[config.mk]
export PLATFORM = sky130hd
export DESIGN_NAME = fast_n_type_encoder_flat
export DESIGN_NICKNAME = d
export VERILOG_FILES = /design/src/rtl/fast_n_type_encoder_if.sv /design/src/rtl/fast_n_type_encoder.sv /design/src/flat_wrapper.sv
export SDC_FILE = /design/constraint.sdc
export NUM_CORES = 1
export LEC_CHECK = 0
export CAP_MARGIN = 25
export CORE_ASPECT_RATIO = 0.8
export CORE_MARGIN = 2
export CORE_UTILIZATION = 57
export DETAILED_ROUTE_END_ITERATION = 10
export GPL_ROUTABILITY_DRIVEN = 0
export GPL_TIMING_DRIVEN = 0
export PLACE_DENSITY = 0.81
export SLEW_MARGIN = 5
export SYNTH_ARGS = -nofsm -noshare
export SYNTH_HDL_FRONTEND = slang
export SYNTH_SLANG_ARGS = --single-unit
[constraint.sdc]
create_clock -name clk -period 11.26 [get_ports clk]
set_input_delay 2.252 -clock clk [delete_from_list [all_inputs] [get_ports clk]]
set_output_delay 2.252 -clock clk [all_outputs]
set_load 0.02 [all_outputs]
[src/rtl/fast_n_type_encoder_if.sv]
// Field-request / encoded-byte bundle for fast_n_type_encoder.
// The encoder takes the slave view; the message builder and byte packer take the master view.
interface fast_n_type_encoder_if #(
    parameter int MSG_BITS = 64,
    parameter int LEN_BITS = 4
);
    logic                in_valid;
    logic                in_ready;
    logic [2:0]          in_type;
    logic [MSG_BITS-1:0] in_value;
    logic                out_valid;
    logic                out_ready;
    logic [7:0]          out_byte;
    logic                out_last;
    logic [LEN_BITS-1:0] out_length;
    logic                err_type;

    modport master (
        output in_valid, in_type, in_value, out_ready,
        input  in_ready, out_valid, out_byte, out_last, out_length, err_type
    );

    modport slave (
        input  in_valid, in_type, in_value, out_ready,
        output in_ready, out_valid, out_byte, out_last, out_length, err_type
    );
endinterface

[src/rtl/fast_n_type_encoder.sv]
// FAST stop-bit encoder for N-type integers: one field in, 1..10 bytes out, MS group first.
// FAST_NULLABLE_EN enables nullable uint64 (type S, value+1) and widens the working register to 65 bits.
module fast_n_type_encoder #(
    parameter int MSG_BITS = 64,
    parameter int LEN_BITS = 4
) (
    input  logic                  clk,
    input  logic                  rst_n,
    fast_n_type_encoder_if.slave  bus
);

`ifdef FAST_NULLABLE_EN
    localparam int WORK_BITS = 65;
`else
    localparam int WORK_BITS = 64;
`endif
    localparam int GROUPS   = 10;
    localparam int EXT_BITS = 7 * GROUPS;

    typedef enum logic [1:0] {IDLE, CALC, EMIT} state_t;

    state_t                 state_reg;
    logic [WORK_BITS-1:0]   working_reg;
    logic                   signed_reg;
    logic [3:0]             index_reg;
    logic                   out_valid_reg;
    logic [7:0]             out_byte_reg;
    logic                   out_last_reg;
    logic [LEN_BITS-1:0]    out_length_reg;
    logic                   err_type_reg;

    logic [63:0]            value64;
    logic [WORK_BITS-1:0]   latch_value;
    logic                   latch_signed;
    logic                   latch_supported;

    logic [EXT_BITS-1:0]    ext_value;
    logic [6:0]             group [GROUPS];
    logic [WORK_BITS-1:0]   mag;
    logic [6:0]             bit_len;
    logic [6:0]             eff_len;
    logic [GROUPS-1:0]      len_hit;
    logic [3:0]             group_count;
    logic [3:0]             first_index;
    logic [3:0]             next_index;

    assign value64 = 64'(bus.in_value);

    // Extend the request into the working register according to its type.
    always_comb begin
        latch_value     = '0;
        latch_signed    = 1'b0;
        latch_supported = 1'b1;
        case (bus.in_type)
            3'd0: latch_value = WORK_BITS'(value64[31:0]);
            3'd1: begin
                latch_value  = {{(WORK_BITS-32){value64[31]}}, value64[31:0]};
                latch_signed = 1'b1;
            end
            3'd2: latch_value = WORK_BITS'(value64);
            3'd3: begin
                latch_value  = {{(WORK_BITS-63){value64[63]}}, value64[62:0]};
                latch_signed = 1'b1;
            end
`ifdef FAST_NULLABLE_EN
            3'd4: latch_value = {1'b0, value64} + 65'd1;
`endif
            default: latch_supported = 1'b0;
        endcase
    end

    // Bits above the working register are sign replicas for signed types, else zero.
    assign ext_value = {{(EXT_BITS-WORK_BITS){signed_reg & working_reg[WORK_BITS-1]}}, working_reg};

    genvar gi;
    generate
        for (gi = 0; gi < GROUPS; gi++) begin : g_group
            assign group[gi] = ext_value[7*gi +: 7];
        end
    endgenerate

    // Negative values are measured by their complement; the sign needs one extra bit.
    assign mag = (signed_reg && working_reg[WORK_BITS-1]) ? ~working_reg : working_reg;

    always_comb begin
        bit_len = '0;
        for (int i = 0; i < WORK_BITS; i++) begin
            if (mag[i]) begin
                bit_len = 7'(i + 1);
            end
        end
    end

    always_comb begin
        eff_len = bit_len;
        if (signed_reg) begin
            eff_len = bit_len + 7'd1;
        end else if (bit_len == 7'd0) begin
            eff_len = 7'd1;
        end
    end

    // ceil(eff_len / 7) as a count of group boundaries the length crosses.
    generate
        for (gi = 0; gi < GROUPS; gi++) begin : g_hit
            assign len_hit[gi] = (eff_len > 7'(7 * gi));
        end
    endgenerate

    always_comb begin
        group_count = '0;
        for (int i = 0; i < GROUPS; i++) begin
            group_count = group_count + 4'(len_hit[i]);
        end
    end

    assign first_index = group_count - 4'd1;
    assign next_index  = index_reg - 4'd1;

    always_ff @(posedge clk or negedge rst_n) begin
        if (!rst_n) begin
            state_reg      <= IDLE;
            working_reg    <= '0;
            signed_reg     <= 1'b0;
            index_reg      <= '0;
            out_valid_reg  <= 1'b0;
            out_byte_reg   <= '0;
            out_last_reg   <= 1'b0;
            out_length_reg <= '0;
            err_type_reg   <= 1'b0;
        end else begin
            err_type_reg <= 1'b0;
            case (state_reg)
                IDLE: begin
                    if (bus.in_valid) begin
                        working_reg  <= latch_value;
                        signed_reg   <= latch_signed;
                        // Registered here so the pulse lines up with the CALC cycle.
                        err_type_reg <= ~latch_supported;
                        state_reg    <= CALC;
                    end
                end
                CALC: begin
                    if (err_type_reg) begin
                        state_reg <= IDLE;
                    end else begin
                        index_reg      <= first_index;
                        out_length_reg <= LEN_BITS'(group_count);
                        out_valid_reg  <= 1'b1;
                        out_last_reg   <= (first_index == 4'd0);
                        out_byte_reg   <= {first_index == 4'd0, group[first_index]};
                        state_reg      <= EMIT;
                    end
                end
                EMIT: begin
                    if (bus.out_ready) begin
                        if (out_last_reg) begin
                            out_valid_reg  <= 1'b0;
                            out_byte_reg   <= '0;
                            out_last_reg   <= 1'b0;
                            out_length_reg <= '0;
                            state_reg      <= IDLE;
                        end else begin
                            index_reg    <= next_index;
                            out_last_reg <= (next_index == 4'd0);
                            out_byte_reg <= {next_index == 4'd0, group[next_index]};
                        end
                    end
                end
                default: state_reg <= IDLE;
            endcase
        end
    end

    assign bus.in_ready   = (state_reg == IDLE);
    assign bus.out_valid  = out_valid_reg;
    assign bus.out_byte   = out_byte_reg;
    assign bus.out_last   = out_last_reg;
    assign bus.out_length = out_length_reg;
    assign bus.err_type   = err_type_reg;

endmodule

[src/flat_wrapper.sv]
// flat-port wrapper written by rule: the top's interface ports become plain ports
module fast_n_type_encoder_flat 
#(
    parameter int MSG_BITS = 64,
    parameter int LEN_BITS = 4
)
  (clk, rst_n, bus_in_valid, bus_in_type, bus_in_value, bus_out_ready, bus_in_ready, bus_out_valid, bus_out_byte, bus_out_last, bus_out_length, bus_err_type);
  fast_n_type_encoder_if #(.MSG_BITS(MSG_BITS), .LEN_BITS(LEN_BITS)) bus_i ();
  input  logic clk;
  input  logic rst_n;
  input wire logic [$bits(bus_i.in_valid)-1:0] bus_in_valid;
  input wire logic [$bits(bus_i.in_type)-1:0] bus_in_type;
  input wire logic [$bits(bus_i.in_value)-1:0] bus_in_value;
  input wire logic [$bits(bus_i.out_ready)-1:0] bus_out_ready;
  output wire logic [$bits(bus_i.in_ready)-1:0] bus_in_ready;
  output wire logic [$bits(bus_i.out_valid)-1:0] bus_out_valid;
  output wire logic [$bits(bus_i.out_byte)-1:0] bus_out_byte;
  output wire logic [$bits(bus_i.out_last)-1:0] bus_out_last;
  output wire logic [$bits(bus_i.out_length)-1:0] bus_out_length;
  output wire logic [$bits(bus_i.err_type)-1:0] bus_err_type;
  assign bus_i.in_valid = bus_in_valid;
  assign bus_i.in_type = bus_in_type;
  assign bus_i.in_value = bus_in_value;
  assign bus_i.out_ready = bus_out_ready;
  assign bus_in_ready = bus_i.in_ready;
  assign bus_out_valid = bus_i.out_valid;
  assign bus_out_byte = bus_i.out_byte;
  assign bus_out_last = bus_i.out_last;
  assign bus_out_length = bus_i.out_length;
  assign bus_err_type = bus_i.err_type;
  fast_n_type_encoder #(.MSG_BITS(MSG_BITS), .LEN_BITS(LEN_BITS)) u_core (.clk(clk), .rst_n(rst_n), .bus(bus_i));
endmodule
==> results.txt, run 1 <==
- The flow ran to the end, and the final reports show no timing, DRC or antenna violations.
- Library cell with the largest summed area after synthesis: sky130_fd_sc_hd__dfrtp_1
- Top cells by area, synth: sky130_fd_sc_hd__dfrtp_1 (30%), sky130_fd_sc_hd__mux4_2 (8.8%), sky130_fd_sc_hd__nand2_1 (7.1%)
* Number of distinct library cell variants in the gate-level netlist after synthesis: 88
- Based on the critical path, the design can be clocked at up to 105.8 MHz.
- The smallest clock period supported by the final layout is computed as 9451 ps.
- Ratio of cells with drive above 1 in the final layout: 0.1096
* Std-Cell Rows: 36
* Vias in the first global route: 6841
* Data arrival time of the critical path: slightly below 10000 ps
* Overflow left after global routing: 0
* Total GRT Usage: 0.3354
* Cell count of the worst hold path: 2
- The detailed router finished its first iteration with 1110 violations.
* Pin slew with the least headroom to its limit: 909.7 ps
* Aggregate negative setup slack: 0 ps
- In this run, post-CTS hold repair placed 0 buffers.
- Wire length on met2: 9237 microns
- Final cycle utilization of the critical path: 0.8393
- Number of pins exceeding their max-slew limit in the final report: 0
- For this design, the sink count on the clock tree is 85.
- Together, buffers and inverters on the worst path number 8.
- The worst setup path is captured at a flop.
- Mean instance size in the synthesized netlist: ~8.4 sq um
- Worst setup path class: reg2reg
- Startpoint kind of the worst setup timing path: flop
* Critical Path Fanout Max: 10
* DIE AREA: approximately 13000 sq um
* Post-synthesis cell count: 847
- Setup violations remaining at the end of the flow were counted as 0.
- The first detailed-routing pass took 6 iterations.
* Detail Route met3 WL: 2978 microns
- Number of enable-type register cells in the synthesized netlist: 0
* TritonCTS clock tree: done
* Drt wl/cell: 19.76 microns
- Slowest cell on crit path: sky130_fd_sc_hd__dfrtp_1
- Clock Pin Slew Worst Setup and Hold Paths: ~70 ps
- TritonCTS created 9 clock buffers.
- Primary FF master, synth: sky130_fd_sc_hd__dfrtp_1
- The number of antenna violations at the first check in global routing came to 0.
- Across the run, the number of max-cap violations was 0.
* Hold wc startpoint: u_core.bus.out_byte[1]
- The clock tree synthesis step divided the H-tree into 3 levels.
- Reg-to-reg slack, setup: 1810 ps
- Pin placement for this block handled 87 I/O pins.
* Routed length on met1: 9245 microns
- After the last flow step, the layout net total stands at 1032.
- For this run, the number of Yosys warnings is 0.
* Mapped Area: 7144 sq um
- First-pass GRT wire length: approximately 36000 microns
* Worst-case reg-to-reg path depth: 30
- Unrepaired setup endpoints after global routing: no
- In the layout the commonest cells are sky130_fd_sc_hd__nand2_1 (136), sky130_fd_sc_hd__dfrtp_1 (85), sky130_fd_sc_hd__clkdlybuf4s50_1 (84).
* Worst relative slew slack: 0.3915
- Worst-case clock skew: 10.22 ps
* Core Region: between 10000 and 15000 sq um
* Maximum number of pins on one net before global-route repair: 54
- Buffers from clock root to sink, at most: 2
- Once detailed placement completed, the half-perimeter wirelength came to about 17000 microns.
- Final antenna-violating net count: 0
- Largest delay share family, worst path: adder cells
- The endpoint identified for the worst register-to-register timing path is u_core.bus.out_byte[3].
* Count of cells resized by post-cts repair: 0
- Via density: 6.683
* Effective utilization at floorplan: 0.5853
- Reg2reg start: u_core.working_reg[63]
* Horizontal extent of the die: 129.2 microns
* Syn nets: 935
- Aggregate routed wire length: 22140 microns
* Async set-reset flop share out of synthesis: 1.000
* Total setup buffers inserted after CTS: 0
* Number of buffers added on ports: 85
* Top cell type's share of synthesized area: 0.2977
- Required time reported for the critical path endpoint: 11530 ps
* Number of flip-flops in the largest register: 64
- The highest layer touched by signal routing is met4.
- Drt drc: 0
- Die boundary height: 104.1 microns
* Commonest non-fill, non-tap cell in the layout: sky130_fd_sc_hd__nand2_1
* Hold WC Path Type: reg2reg
- Most used cell along the critical path: sky130_fd_sc_hd__fa_1
* CP peak stage delay: 620 ps
* Sequential share of the synthesized area: 0.2977
- The detailed router placed 7485 vias in this run.
- Number of diodes added for antenna fixing: 0
* Clock latency on the worst-skew pair: 350 ps
- The final count of hold timing violations came to 0.
- The path with the worst hold slack has its endpoint at u_core.bus.out_byte[1].
* Root Buffer: sky130_fd_sc_hd__clkbuf_16
- Total of flip-flops plus latches after synthesis: 85
- Relative area change from synthesis to final layout: 19.30%
- Levels on crit path: 30
[how the worst max path moves through the flow]
stage	end	slack, ps	start
2_1_floorplan	u_core.bus.out_byte[0]	3360	u_core.working_reg[63]
3_3_place_gp	u_core.bus.out_byte[3]	2120	u_core.working_reg[63]
3_5_place_dp	u_core.bus.out_byte[0]	2070	u_core.working_reg[63]
4_1_cts	u_core.bus.out_byte[0]	2030	u_core.working_reg[63]
5_1_grt	u_core.bus.out_byte[3]	1210	u_core.working_reg[63]
6_report	u_core.bus.out_byte[3]	1810	u_core.working_reg[63]
[cell usage after synthesis (5+ instances only)]
cell                       count
sky130_fd_sc_hd__nand2_1     136
sky130_fd_sc_hd__dfrtp_1      85
sky130_fd_sc_hd__o21ai_0      81
sky130_fd_sc_hd__a21oi_1      74
sky130_fd_sc_hd__clkbuf_1     44
sky130_fd_sc_hd__nor2_1       41
sky130_fd_sc_hd__inv_1        33
sky130_fd_sc_hd__o22ai_1      30
sky130_fd_sc_hd__mux4_2       28
sky130_fd_sc_hd__nand4_1      22
sky130_fd_sc_hd__nand3_1      13
sky130_fd_sc_hd__a31oi_1      12
sky130_fd_sc_hd__nand2b_1     12
sky130_fd_sc_hd__or2_2        12
sky130_fd_sc_hd__ha_1         11
sky130_fd_sc_hd__mux2i_1      10
sky130_fd_sc_hd__a211o_1       9
sky130_fd_sc_hd__a31o_2        8
sky130_fd_sc_hd__buf_1         8
sky130_fd_sc_hd__nor3_1        8
sky130_fd_sc_hd__buf_2         7
sky130_fd_sc_hd__a21o_1        6
sky130_fd_sc_hd__buf_4         6
sky130_fd_sc_hd__fa_1          6
sky130_fd_sc_hd__a21boi_0      5
sky130_fd_sc_hd__a311oi_1      5
sky130_fd_sc_hd__a41oi_1       5
sky130_fd_sc_hd__and2_1        5
sky130_fd_sc_hd__and3_1        5
sky130_fd_sc_hd__buf_6         5
sky130_fd_sc_hd__nor3b_1       5
sky130_fd_sc_hd__o221ai_1      5
sky130_fd_sc_hd__o22a_1        5
[per-stage QoR]
stage	std cells	utilization	hold slack, ps	setup WS (ps)	area, sq um
2_1_floorplan	847	-	469.2	3365	7144
3_3_place_gp	1103	0.6725	460.5	2117	8209
3_5_place_dp	1104	0.6746	469.8	2065	8234
4_1_cts	1120	0.6982	483.0	2032	8523
5_1_grt	1120	0.6982	511.0	1212	8523
6_report	1120	0.6982	475.7	1809	8523
[tightest hold or removal path, stage by stage (launching register included)]
cell,delay (ps)
sky130_fd_sc_hd__dfrtp_1,340
sky130_fd_sc_hd__nand2_1,40
sky130_fd_sc_hd__o21ai_0,60
[kinds of logic (layout without fill, tap and decap cells)]
group,count (synthesis),after routing,synth area share
adders and majority gates,17,17,0.03608
and+or+nand+nor,282,282,0.1888
muxes,39,39,0.1039
AOI/OAI and AO/OA,310,310,0.2983
DFF,85,85,0.2977
xor gates and xnor gates,8,8,0.009806
buffers and inverters,106,208,0.06550
[cell type report]
cell class | instances | area [sq um]
Clock buffer | 12 | 256.5
Multi-Input combinational cell | 656 | 4549
Fill cell | 1027 | 3684
Timing Repair Buffer | 86 | 875.8
Clock inverter | 4 | 32.53
Inverter | 35 | 131.4
Sequential cell | 85 | 2127
Tap cell | 171 | 214.0
Buffer | 71 | 336.6
[layer usage]
| layer | track usage | vias up |
|---|---|---|
| li1 | - | 3386 |
| met1 | 0.4925 | 3472 |
| met2 | 0.4771 | 558 |
| met3 | 0.09774 | 69 |
| met4 | 0.1033 | 0 |
| met5 | 0 | - |
Power of run 1 is not shown: default switching activity piles up to over one toggle a cycle in this logic, so the estimate is an artifact.
==> run 2: changes to the inputs <==
Settings changed: CORE_UTILIZATION 57 to 52, PLACE_DENSITY 0.81 to 0.78.
Clock period 11.26 ns to 8.25 ns, I/O delays scaled along.
==> run 2 against run 1 <==
Effect of this change:
- maximum frequency increased by 20%
- final cell count increased by 1.1%
- clock-buffer cell count decreased by 1
- non-clock buffer count increased by 3
- via count decreased by 0.99%
- worst hold slack improved by 6.3 ps
- die area increased by 9.3%
- wire length increased by 2.5%
- global-route usage decreased by 1.5 points
- clock skew decreased by 3.2 ps
- worst setup slack got worse by 1500 ps
- critical path type unchanged
==> results.txt, run 2 (synthesized netlist as in run 1, its figures left out) <==
- Outcome: complete, no violations
- At the worst endpoint, the required time is 8470 ps.
- In this run the tool buffered the top-level ports with 85 buffer cells.
- The clock net in this run drives a total of 85 sinks.
- Number of buffers inserted during clock tree synthesis: 9
- For this run, the top clock speed supported by timing is 126.6 MHz.
- Buffers from clock root to sink, at most: 2
* Max Cap Viol: 0
* Capturing element type of the critical path: flop
- The routed design could run at a clock period as short as 7899 ps.
- Number of flip-flops in the largest register: 64
- In the routed layout, each cell is associated on average with a via count of 6.547.
* Final Non-Filler Cells: ~1.1k
- The worst register-to-register path ends at u_core.bus.out_byte[6].
- Overflow left after global routing: 0
* Number of hold-repair buffers added at the cts stage: 0
- The library cell used most frequently in the layout, excluding fill and tap cells, is sky130_fd_sc_hd__nand2_1.
- The die is 135.1 microns wide.
* Vias in the first global route: 6842
- First drt pass iteration count: 6
- Relative area change from synthesis to final layout: 22.73%
- Row generation in the floorplan step produced 38 rows.
* Startpoint kind of the worst setup timing path: flop
- 0 antenna diodes ended up in the layout.
- Across all hold checks on the routed design, the worst slack comes to 482.1 ps.
- Data arrival time of the critical path: 8120 ps
- The path with the worst hold slack has its endpoint at u_core.bus.out_byte[1].
- The first global-routing pass estimated 36560 microns of wire.
* Cell count of the worst hold path: 2
- Clock latency on the worst-skew pair: roughly 350 ps
* Hold wc startpoint: u_core.bus.out_byte[1]
- Reg2reg start: u_core.working_reg[63]
- The final-report max-slew violation count came to 0.
* DIE AREA: 14700 sq um
- Worst-case reg-to-reg path depth: 32
- In this run, the number of DRC markers left after iteration 0 of detailed routing was 928.
- Die boundary height: ~110 microns
- Worst-case clock skew: around 7 ps
* Drt drc: 0
- Worst setup path class: reg2reg
* Net count of the finished layout: approximately 1.0k
- Once detail routing completed, the nets flagged for antenna violations numbered 0.
* Estimated wirelength of the detail-placed design: 16940 microns
- Of the available clock period, the critical path in the final layout requires 0.9575.
- At the end of the flow the core is filled with cells to 0.6494.
- Core Region: 13500 sq um
* Critical Path Fanout Max: 10
- In this design, the stage delay of the slowest critical-path cell is 540 ps.
- The H-tree was split into 3 levels.
- The final count of hold timing violations came to 0.
* TritonCTS clock tree: done
- Antenna violations before repair: 0
- I/O pin count: 87
- Pin slew with the least headroom to its limit: 926.9 ps
* Root Buffer: sky130_fd_sc_hd__clkbuf_16
- Detailed routing inserted a total of 7411 vias.
- Clock-pin slew was measured on the worst setup and hold paths at 70 ps.
- In the final layout, the share of cells above drive strength 1 is 0.1397.
* Total GRT Usage: 0.3199
- Slowest cell on crit path: sky130_fd_sc_hd__fa_1
* Leading cell types in the layout, fill and taps excluded: sky130_fd_sc_hd__nand2_1 (134), sky130_fd_sc_hd__clkdlybuf4s50_1 (84), sky130_fd_sc_hd__dfrtp_1 (84)
- Hold WC Path Type: reg2reg
- Counting tap cells, the placed design contains a total of 1113 instances.
- Setup violations remaining at the end of the flow were counted as 0.
- Wires add up to ~23000 microns.
- Unrepaired setup endpoints after global routing: no
- Maximum number of pins on one net before global-route repair: 57
- Setup total negative slack on the finished layout was measured at 0 ps.
- Setup slack on the worst reg-to-reg path comes out at 350 ps.
- Effective utilization at floorplan: 0.5291
- Drt wl/cell: about 20 microns
- Worst relative slew slack: 0.3800
run 2: worst max-delay path: cells and delay by family, from the launching register on:
kind	cells	cell delay, ps
mux	1	510
fa+ha+maj	8	3220
flops	1	500
buf+inv	6	700
compound gates	10	1850
simple gates	7	970
run 2: cell type report:
class	count	area, sq um
fill	1164	4735
multi-input combinational	656	4703
sequential	85	2128
timing repair buffer	90	905.9
buffer	70	347.8
clock buffer	11	242.7
tap	180	225.2
inverter	35	131.4
clock inverter	5	83.83
run 2: repair_timing:
| action | CTS | global route |
|---|---|---|
| pin swaps | 0 | 8 |
| endpoints found under the setup margin | 11 | 12 |
| resized for setup | 13 | 33 |
| buffers inserted | 0 | 4 |
run 2: how the worst max path moves through the flow:
stage | end | start | cells past startpoint
finish | u_core.bus.out_byte[6] | u_core.working_reg[63] | 32
global route | u_core.bus.out_byte[1] | u_core.working_reg[63] | 34
CTS | u_core.bus.out_byte[1] | u_core.signed_reg | 36
detailed placement | u_core.bus.out_byte[3] | u_core.working_reg[63] | 32
global placement | u_core.bus.out_byte[1] | u_core.working_reg[63] | 32
floorplan | u_core.bus.out_byte[0] | u_core.working_reg[63] | 30
run 2: metal layers:
metal  track usage  vias up  share of wire
met5             0        -              0
met2        0.4677      456           0.42
met1        0.4618     3502           0.43
li1              -     3389              -
met4        0.1183        0          0.035
met3       0.07717       64           0.11
run 2: through the flow:
step                      cell area [sq um]  worst slack, ps
after floorplan                        7144            355.0
after global placement                 8220           -844.1
after detailed placement               8245           -891.1
after CTS                              8632            1.539
after global routing                   8768            27.80
final                                  8768            350.8
Power of run 2 is left out for the same reason.
==> run 3: changes to the inputs <==
Settings changed: CORE_UTILIZATION 52 to 53, CTS_BUF_LIST set to sky130_fd_sc_hd__clkbuf_4 sky130_fd_sc_hd__clkbuf_8, PLACE_DENSITY 0.78 to 0.8.
==> run 3 against run 2 <==
Effect of this change:
- register-to-register slack got worse by 30 ps
- die area decreased by 1.8%
- critical path depth rose by 2
- global-route usage fell by 0.42 points
- utilization rose by 2.5 points
- sequential cell count stayed put
- worst setup slack got worse by 26 ps
- wire length shrank 1.0%
- maximum frequency is 0.33% lower
- non-clock buffer count rose by 10
- sequential share of layout area is essentially flat
- critical endpoint is now u_core.bus.out_byte[1]
- largest cell class unchanged
- highest routed layer unchanged
==> results.txt, run 3 (synthesized netlist as in run 1, its figures left out) <==
- Final cycle utilization of the critical path: 0.9606
- Tmin final: slightly below 8000 ps
- Number of diodes added for antenna fixing: 0
* Max Freq: about 130 MHz
* Root Buffer: sky130_fd_sc_hd__clkbuf_8
- Drt drc: 0
* Maximum number of pins on one net before global-route repair: 54
* First-pass GRT wire length: between 30000 and 40000 microns
- Counting both buffers and inverters, the worst setup path holds a total of 7.
- Net count of the finished layout: 1045
- The number of hold buffers added after CTS was 0.
* CTS Sinks: 85
- Antenna violations before repair: 0
* Critical Path Fanout Max: 10
* Outcome: complete, no violations
- Data arrival time of the critical path: 8220 ps
- The floorplan step defined a core boundary enclosing 13010 sq um.
* Storage cell area: 2131 sq um
* Estimated wirelength of the detail-placed design: 16690 microns
- CP peak stage delay: 630 ps
- Final design area excluding fillers: 8773 sq um
* Number of pins exceeding their max-slew limit in the final report: 0
- Clock latency on the worst-skew pair, taken at its later pin, is 370 ps.
- In this run the count of I/O pins placed on the die edge is 87.
* Final antenna-violating net count: 0
* Die boundary height: 107.8 microns
- Worst-case clock skew: a little under 8 ps
- Clock-pin slew was measured on the worst setup and hold paths at 90 ps.
- Ratio of cells with drive above 1 in the final layout: 0.1559
- Drt wl/cell: approximately 20 microns
- The via count of the first global-routing pass came to 6742.
- The register with the most flip-flops in the layout has 64 of them.
* Startpoint kind of the worst setup timing path: flop
- Relative area change from synthesis to final layout: 22.80%
- The floorplan has 37 rows.
- Once layout is complete, the cells apart from fillers number 1137.
- Total GRT Usage: 0.3157
* Slowest cell on crit path: sky130_fd_sc_hd__fa_2
- Capturing element type of the critical path: flop
- For the pin with the worst max-slew slack, the measured transition is 866.4 ps.
- After detailed placement, the total cell area comes to 8239 sq um.
- Commonest non-fill, non-tap cell in the layout: sky130_fd_sc_hd__nand2_1
* TritonCTS clock tree: done
* Number of buffers added on ports: 85
- Leaving out fill and tap cells, the most frequent cells in the layout are sky130_fd_sc_hd__nand2_1 (134), sky130_fd_sc_hd__clkdlybuf4s50_1 (84), sky130_fd_sc_hd__dfrtp_1 (82).
- Required time reported for the critical path endpoint: 8540 ps
- Grouping stages by cell kind, the critical path spends the most delay in adder cells.
* H-tree depth: 3
- Summing all multi-input logic gate instances after layout gives 4727 sq um.
- The layout has 1086 filler cells.
- The longest clock path from root to sink contains 2 buffers.
* Fin. Hold Viols: 0
* Worst setup path class: reg2reg
- Setup-failing EPs final: 0
- Summing over every cut layer, the via total after detailed routing is about 7.5k.
* Hold WC Path Type: reg2reg
- The detailed router finished its first iteration with between 1k and 1.5k violations.
* First drt pass iteration count: 7
- Dividing the detail-routed via count by the number of cells gives 6.602.
* Max Cap Viol: 0
- Horizontal extent of the die: 133.8 microns
* Effective utilization at floorplan: 0.5492
- # placed instances: 1108
- Worst hold slack after final layout: 483.8 ps
- DIE AREA: 14430 sq um
* Number of buffers inserted during clock tree synthesis: 9
- For this block, the routed nets add up to 22460 microns of wire.
- Worst relative slew slack: 0.4204
* Overflow left after global routing: 0
-- run 3: what timing repair did --
item,CTS,global route
pin swaps,0,8
setup endpoints to repair,10,11
resized for setup,11,40
buffers inserted,0,15
-- run 3: per-layer routing --
metal / GRT usage / part of all wire
met1: 0.4594 / 0.41
met2: 0.4667 / 0.43
met3: 0.06638 / 0.13
met4: 0.1079 / 0.028
met5: 0 / 0
-- run 3: area by class of cell --
class | instances | area share
Clock buffer | 11 | 0.01654
Inverter | 35 | 0.01497
Tap cell | 175 | 0.02496
Multi-Input combinational cell | 656 | 0.5388
Timing Repair Buffer | 101 | 0.1127
Clock inverter | 5 | 0.009555
Sequential cell | 85 | 0.2429
Buffer | 69 | 0.03965
-- run 3: through the flow --
stage                       util  TNS (ps)  worst slack, ps
after global placement    0.6314     -5150           -785.5
after CTS                 0.6544         0           0.9024
final                     0.6744         0            324.9
after global routing      0.6744    -131.1           -43.15
after detailed placement  0.6334     -5544           -825.6
after floorplan                -         0            355.0
-- run 3: path summary, 6_finish.rpt --
check                                       start                endpoint  slack (ps)  cells past startpoint
max                             u_core.signed_reg  u_core.bus.out_byte[1]         320                     34
min                        u_core.bus.out_byte[2]  u_core.bus.out_byte[2]         480                      2
max reg2reg                     u_core.signed_reg  u_core.bus.out_byte[1]         320                     34
min reg2reg                u_core.bus.out_byte[2]  u_core.bus.out_byte[2]         480                      2
max in group asynchronous                   rst_n  u_core.working_reg[63]        6410                      2
min in group asynchronous                   rst_n   u_core.working_reg[7]        1220                      1
-- run 3: worst register-to-register path: cells and delay by family (launching register included) --
kind / cells / cell delay (ps)
buf+inv: 7 / 1070
xor+xnor: 1 / 280
fa+ha+maj: 7 / 2930
simple gates: 10 / 1410
flops: 1 / 430
compound gates: 9 / 1730
Power of run 3 is left out for the same reason.
